--- config.mk ---
export PLATFORM = sky130hd
export DESIGN_NAME = vga_bar_pattern
export DESIGN_NICKNAME = d
export VERILOG_FILES = /design/src/rtl/vga_pattern_pkg.sv /design/src/rtl/vga_pat_frame_ctrl.sv /design/src/rtl/vga_bar_pattern.sv
export SDC_FILE = /design/constraint.sdc
export NUM_CORES = 1
export LEC_CHECK = 0
export CAP_MARGIN = 10
export CORE_AREA = 2 2 83 85
export CTS_CLUSTER_SIZE = 24
export DETAILED_ROUTE_END_ITERATION = 8
export DIE_AREA = 0 0 85 87
export GPL_ROUTABILITY_DRIVEN = 0
export PLACE_DENSITY_LB_ADDON = 0.1
export REMOVE_ABC_BUFFERS = 1
export SYNTH_ARGS = -nofsm -noshare
export SYNTH_HDL_FRONTEND = slang
export SYNTH_SLANG_ARGS = --single-unit
export TNS_END_PERCENT = 5
--- constraint.sdc ---
create_clock -name clk -period 3.5 [get_ports clk]
set_clock_uncertainty 0.15 [all_clocks]
set_input_delay 0.7 -clock clk [delete_from_list [all_inputs] [get_ports clk]]
set_output_delay 0.7 -clock clk [all_outputs]
set_load 0.05 [all_outputs]
--- src/rtl/vga_pattern_pkg.sv ---
// vga_pattern_pkg: shared mode encodings, palette, stage-1 bundle.
// Imported by vga_bar_pattern and vga_pat_frame_ctrl.
package vga_pattern_pkg;

  localparam logic [1:0] MODE_VBARS = 2'd0;
  localparam logic [1:0] MODE_HBARS = 2'd1;
  localparam logic [1:0] MODE_CHECK = 2'd2;
  localparam logic [1:0] MODE_SOLID = 2'd3;

  typedef logic [2:0] pal_idx_t;

  localparam pal_idx_t PAL_BLACK = 3'd0;
  localparam pal_idx_t PAL_WHITE = 3'd1;

  // first pipeline stage: enable plus palette index
  typedef struct packed {
    logic     de;
    pal_idx_t idx;
  } pix_t;

  // palette index -> {r,g,b} single-bit colour
  function automatic logic [2:0] pal_rgb(
    input pal_idx_t idx
  );
    logic [2:0] c;
    unique case (idx)
      3'd0:    c = 3'b000;
      3'd1:    c = 3'b111;
      3'd2:    c = 3'b100;
      3'd3:    c = 3'b010;
      3'd4:    c = 3'b001;
      3'd5:    c = 3'b011;
      3'd6:    c = 3'b101;
      default: c = 3'b110;
    endcase
    return c;
  endfunction

endpackage

--- src/rtl/vga_pat_frame_ctrl.sv ---
// vga_pat_frame_ctrl: per-frame shadow regs and bar rotation.
// In: clk, rst_n, frame_start_i, mode_i, shift_period_i, dir_i,
//   pause_i. Out: mode_o (frame mode), offset_o (bar rotation).
module vga_pat_frame_ctrl
  import vga_pattern_pkg::*;
#(
  parameter int NUM_BARS = 8,
  parameter int PER_W    = 8,
  localparam int BW      = $clog2(NUM_BARS)
) (
  input  logic             clk,
  input  logic             rst_n,
  input  logic             frame_start_i,
  input  logic [1:0]       mode_i,
  input  logic [PER_W-1:0] shift_period_i,
  input  logic             dir_i,
  input  logic             pause_i,
  output logic [1:0]       mode_o,
  output logic [BW-1:0]    offset_o
);

  localparam logic [BW-1:0] LAST = BW'(NUM_BARS - 1);

  logic [1:0]       mode_q, mode_d;
  logic [PER_W-1:0] period_q, period_d;
  logic [PER_W-1:0] cnt_q, cnt_d;
  logic [BW-1:0]    off_q, off_d;
  logic [BW-1:0]    off_inc, off_dec;

  assign off_inc = (off_q == LAST) ? '0 : off_q + BW'(1);
  assign off_dec = (off_q == '0) ? LAST : off_q - BW'(1);

  // counting uses the period latched at the previous frame start
  always_comb begin
    mode_d   = mode_q;
    period_d = period_q;
    cnt_d    = cnt_q;
    off_d    = off_q;
    if (frame_start_i) begin
      mode_d   = mode_i;
      period_d = shift_period_i;
      if (period_q == '0) begin
        cnt_d = '0;
      end else if (!pause_i) begin
        if (cnt_q == period_q - PER_W'(1)) begin
          cnt_d = '0;
          off_d = dir_i ? off_dec : off_inc;
        end else begin
          cnt_d = cnt_q + PER_W'(1);
        end
      end
    end
  end

  always_ff @(posedge clk or negedge rst_n) begin
    if (!rst_n) begin
      mode_q   <= MODE_VBARS;
      period_q <= '0;
      cnt_q    <= '0;
      off_q    <= '0;
    end else begin
      mode_q   <= mode_d;
      period_q <= period_d;
      cnt_q    <= cnt_d;
      off_q    <= off_d;
    end
  end

  assign mode_o   = mode_q;
  assign offset_o = off_q;

endmodule

--- src/rtl/vga_bar_pattern.sv ---
// vga_bar_pattern: VGA test pattern, bars/checker/solid, 2-cycle pipe.
// In: clk, rst_n, de, frame_start, mode, shift_period, dir, pause.
// Out: o_r/o_g/o_b colour, o_de. Define VGA_PAT_BORDER_EN for a
//   1-pixel white frame border.
module vga_bar_pattern
  import vga_pattern_pkg::*;
#(
  parameter int NUM_BARS = 8,
  parameter int COLOR_W  = 4,
  parameter int H_ACTIVE = 640,
  parameter int V_ACTIVE = 480,
  parameter int PER_W    = 8
) (
  input  logic               clk,
  input  logic               rst_n,
  input  logic               de,
  input  logic               frame_start,
  input  logic [1:0]         mode,
  input  logic [PER_W-1:0]   shift_period,
  input  logic               dir,
  input  logic               pause,
  output logic [COLOR_W-1:0] o_r,
  output logic [COLOR_W-1:0] o_g,
  output logic [COLOR_W-1:0] o_b,
  output logic               o_de
);

  localparam int BW    = $clog2(NUM_BARS);
  localparam int XW    = $clog2(H_ACTIVE + 1);
  localparam int YW    = $clog2(V_ACTIVE + 1);
  localparam int BAR_W = H_ACTIVE / NUM_BARS;
  localparam int BAR_H = V_ACTIVE / NUM_BARS;
  localparam logic [BW-1:0] LAST = BW'(NUM_BARS - 1);

  logic [1:0]    mode_q;
  logic [BW-1:0] off;

  vga_pat_frame_ctrl #(
    .NUM_BARS (NUM_BARS),
    .PER_W    (PER_W)
  ) u_ctrl (
    .clk            (clk),
    .rst_n          (rst_n),
    .frame_start_i  (frame_start),
    .mode_i         (mode),
    .shift_period_i (shift_period),
    .dir_i          (dir),
    .pause_i        (pause),
    .mode_o         (mode_q),
    .offset_o       (off)
  );

  logic          de_q;
  logic          line_ok_q, line_ok_d;
  logic [XW-1:0] x_q, x_d, xe_q, xe_d;
  logic [YW-1:0] y_q, y_d, ye_q, ye_d;
  logic [BW-1:0] bar_x_q, bar_x_d;
  logic [BW-1:0] bar_y_q, bar_y_d;
  pix_t          pix_q, pix_d;
  logic [COLOR_W-1:0] o_r_q, o_g_q, o_b_q;
  logic          o_de_q;
  logic [2:0]    rgb;

  // xe/ye hold the last coordinate of the current bar
  always_comb begin
    x_d     = x_q;
    xe_d    = xe_q;
    bar_x_d = bar_x_q;
    if (!de) begin
      x_d     = '0;
      xe_d    = XW'(BAR_W - 1);
      bar_x_d = '0;
    end else begin
      x_d = x_q + XW'(1);
      if (x_q == xe_q && bar_x_q != LAST) begin
        bar_x_d = bar_x_q + BW'(1);
        xe_d    = xe_q + XW'(BAR_W);
      end
    end
  end

  always_comb begin
    y_d     = y_q;
    ye_d    = ye_q;
    bar_y_d = bar_y_q;
    if (frame_start) begin
      y_d     = '0;
      ye_d    = YW'(BAR_H - 1);
      bar_y_d = '0;
    end else if (de_q && !de) begin
      y_d = y_q + YW'(1);
      if (y_q == ye_q && bar_y_q != LAST) begin
        bar_y_d = bar_y_q + BW'(1);
        ye_d    = ye_q + YW'(BAR_H);
      end
    end
  end

  // after a reset the partial line in flight stays black
  assign line_ok_d = line_ok_q | ~de;

  function automatic pal_idx_t rot(
    input logic [BW-1:0] b,
    input logic [BW-1:0] o
  );
    logic [BW:0] s;
    s = {1'b0, b} + {1'b0, o};
    if (s >= (BW+1)'(NUM_BARS)) begin
      s = s - (BW+1)'(NUM_BARS);
    end
    return 3'(s);
  endfunction

  always_comb begin
    pix_d     = '0;
    pix_d.de  = de;
    unique case (1'b1)
      mode_q == MODE_VBARS:
        pix_d.idx = rot(bar_x_q, off);
      mode_q == MODE_HBARS:
        pix_d.idx = rot(bar_y_q, off);
      mode_q == MODE_CHECK:
        pix_d.idx = (bar_x_q[0] ^ bar_y_q[0] ^ off[0])
                    ? PAL_WHITE : PAL_BLACK;
      default:
        pix_d.idx = 3'(off);
    endcase
`ifdef VGA_PAT_BORDER_EN
    if (x_q == '0 || x_q == XW'(H_ACTIVE - 1) ||
        y_q == '0 || y_q == YW'(V_ACTIVE - 1)) begin
      pix_d.idx = PAL_WHITE;
    end
`endif
    if (!line_ok_q) begin
      pix_d.idx = PAL_BLACK;
    end
  end

  always_ff @(posedge clk or negedge rst_n) begin
    if (!rst_n) begin
      de_q      <= 1'b0;
      line_ok_q <= 1'b0;
      x_q       <= '0;
      xe_q      <= XW'(BAR_W - 1);
      bar_x_q   <= '0;
      y_q       <= '0;
      ye_q      <= YW'(BAR_H - 1);
      bar_y_q   <= '0;
      pix_q     <= '0;
    end else begin
      de_q      <= de;
      line_ok_q <= line_ok_d;
      x_q       <= x_d;
      xe_q      <= xe_d;
      bar_x_q   <= bar_x_d;
      y_q       <= y_d;
      ye_q      <= ye_d;
      bar_y_q   <= bar_y_d;
      pix_q     <= pix_d;
    end
  end

  assign rgb = pal_rgb(pix_q.idx);

  always_ff @(posedge clk or negedge rst_n) begin
    if (!rst_n) begin
      o_r_q  <= '0;
      o_g_q  <= '0;
      o_b_q  <= '0;
      o_de_q <= 1'b0;
    end else begin
      o_r_q  <= pix_q.de ? {COLOR_W{rgb[2]}} : '0;
      o_g_q  <= pix_q.de ? {COLOR_W{rgb[1]}} : '0;
      o_b_q  <= pix_q.de ? {COLOR_W{rgb[0]}} : '0;
      o_de_q <= pix_q.de;
    end
  end

  assign o_r  = o_r_q;
  assign o_g  = o_g_q;
  assign o_b  = o_b_q;
  assign o_de = o_de_q;

endmodule

==> metrics.txt <==
setup TNS=0 ps; Netlist cell types=47; Crit Path Max Fanout=12; power consumption=1980 uW; drc violations=0; Fin. Hold Viols=0; max_cap viols=0; Pre-antenna DRT Iters=4; first-pass GRT wire length=11.5 mm; most numerous cell in the Yosys netlist=dfrtp_1; status=complete, no violations; #FFs+latches synth=70; Tcrit/Tclk final=76.5%; fmax=0.374 GHz; crit path capture=u_ctrl.offset_o[2]; clock tree buffer depth=2; Detailed Route Iter0 Violations=142; Synth area leaders=dfrtp_1 (42%), xnor2_1 (6.9%), xor2_1 (6.6%); # IOs=29; worst-margin pin slew=823 ps; Die X=85 um; Hold Crit Class=in -> async; Arr. time, crit path=2760 ps; critical path cell sequence=inv_1, ha_1, nor3b_2, xnor2_1, nor4_2, o2111ai_1, or4_1, and4_1; die area=7400 um2; Cell Area, Synth=3820 um2; clk sink count=70; Setup Crit Path Kind=reg -> reg; Critical R2R Launch=u_ctrl.period_q[0]; DP HPWL=4.70 mm; final net count=426; vias per cell=5.49; Buf+Inv Stages, Crit Path=1; Setup Buffers After CTS=0; initial antenna violation count=0; Syn-to-layout area delta=12.8%; Port Buffer Count=28; Final min period=2680 ps; clock network power share=28.5%; max incr delay on CP=540 ps; Ys Warns=0; synth cell count leaders=dfrtp_1 (64), xnor2_1 (30), xor2_1 (29); largest net degree at the start of global routing=71; Total Routing Usage GR=19.8%; Sw Ratio=32.2%; Crit. End Element=flip-flop; RSZ-0062 raised after global routing=no; met3 Use GR=3.79%; Worst VDD drop=0.244 mV; CTS H-tree lvls=3; initial cell density of the core=58.2%; setup violators final=0; M2 GR Usage=34.5%; sequential area share after synthesis=46.0%; CP max stage cell=or4_1; core area=6570 um2; layout cells sized above 1=10.5%; cts hold-fix bufs=0; Cell Pwr Density=460 nW/um2; Async SR Flop Fraction=100%; post-DR wirelength/cell=13.9 um; GR peak layer=met2; r2r endpoint=u_ctrl.offset_o[2]; Ant. Diodes=0; final core utilization=65.6%; cell-internal power=1350 uW; Rows=30; share of the synthesized area in the top cell type=41.9%; NetSw=639 uW; Post-synth top flop=dfrtp_1; R2R cell count=8; area leader, netlist=dfrtp_1; antenna-violating nets left=0; TritonCTS clock tree=done; Post-synth EDFFs=0; Comb power frac=22.7%; Critical Path RT=3590 ps; number of global-route vias before repair=2570; R2R setup slack=820 ps; total grt overflow=0; WP depth=8; CTS clk-pin slew, worst paths=70 ps; startpoint type of the worst setup path=flip-flop; Seq pwr share=48.8%; met1 GRT Util=23.8%; max_slew headroom=45.1%; die extent in y=87 um; cells resized by post-CTS repair=0; DRT Wirelength=6.66 mm; critical path launch point=u_ctrl.period_q[0]; fin. max-slew vios=0; cell count after synthesis=369; CTS root buf=clkbuf_8; Leakage=0.00192 uW; syn avg cell area=10.4 um2; clock insertion delay at the later pin of the skew report=350 ps; via count=2628; Num CTS Buffers=9; CP delay by family, top=simple AND/OR/NAND/NOR gates
==> kinds of logic (layout without fill, tap and decap cells) <==
kind of cell / count (synthesis) / in the layout / synth area share (%)
flip-flops: 70 / 70 / 46.0
XOR/XNOR: 59 / 59 / 13.5
buffers and inverters: 30 / 60 / 3.96
AND/OR/NAND/NOR: 139 / 139 / 19.7
AO/OA/AOI/OAI: 36 / 36 / 6.03
multiplexers: 19 / 19 / 5.30
adder cells (fa/ha/maj): 16 / 16 / 5.44
==> worst min path at each step <==
stage	start	end	slack, ps	cells past startpoint
final	rst_n	u_ctrl.period_q[1]	190	2
after global routing	rst_n	u_ctrl.period_q[1]	260	2
after CTS	rst_n	u_ctrl.period_q[2]	230	2
after detailed placement	pix_q[3]	o_de	270	0
after global placement	pix_q[3]	o_de	260	0
after floorplan	pix_q[3]	o_de	230	0
==> cell type report <==
cell class	instances	area (um2)
clock buffers	12	145
repair buffers	33	325
well taps	80	100
clock inverters	4	22.5
flip-flops and latches	70	1760
inverters	11	41.3
fillers	531	2260
multi-input cells	269	1920
==> power groups by stage <==
stage	registers (uW)	clock network (uW)	logic [uW]
2_1_floorplan	1070	0	202
3_3_place_gp	983	0	446
3_5_place_dp	984	0	455
4_1_cts	969	581	457
5_1_grt	981	614	495
6_report	969	565	450
==> flip-flops by register name, indices dropped and copies added, names as in the netlist, 2 cells and up <==
signal / count
bar_x_q: 3
bar_y_q: 3
pix_q: 4
u_ctrl.cnt_q: 8
u_ctrl.mode_o: 2
u_ctrl.offset_o: 3
u_ctrl.period_q: 8
x_q: 10
xe_q: 7
y_q: 9
ye_q: 8
==> metrics by stage <==
| step | instances | instance area [um2] | hold slack, ps | setup slack [ps] |
|---|---|---|---|---|
| after global placement | 463 | 4140 | 263 | 855 |
| after CTS | 479 | 4310 | 226 | 809 |
| after detailed placement | 463 | 4140 | 267 | 825 |
| after floorplan | 350 | 3710 | 234 | 273 |
| final | 479 | 4310 | 195 | 823 |
| after global routing | 479 | 4310 | 258 | 636 |
==> per-layer routing <==
layer	wire, um	vias up	share of wire [%]
li1	-	1302	-
met1	3040	1289	46
met2	3310	26	50
met3	176	11	2.6
met4	135	0	2.0
met5	0	-	0
==> layout by cell type, fill, tap and decap left out, drive strengths merged, types with 4 or more instances in the layout <==
master,instances
nand3,11
xnor2,30
a21boi,5
mux2,10
ha,15
or3,7
mux2i,9
inv,11
clkdlybuf4s50,27
nand2b,6
nand4,11
a21oi,4
and3,6
buf,6
nor3,15
nand2,24
nor2,24
dfstp,6
nor2b,8
dfrtp,64
xor2,29
and2,14
clkbuf,12
o21ai,17
Power figures use the tool's default switching activity.
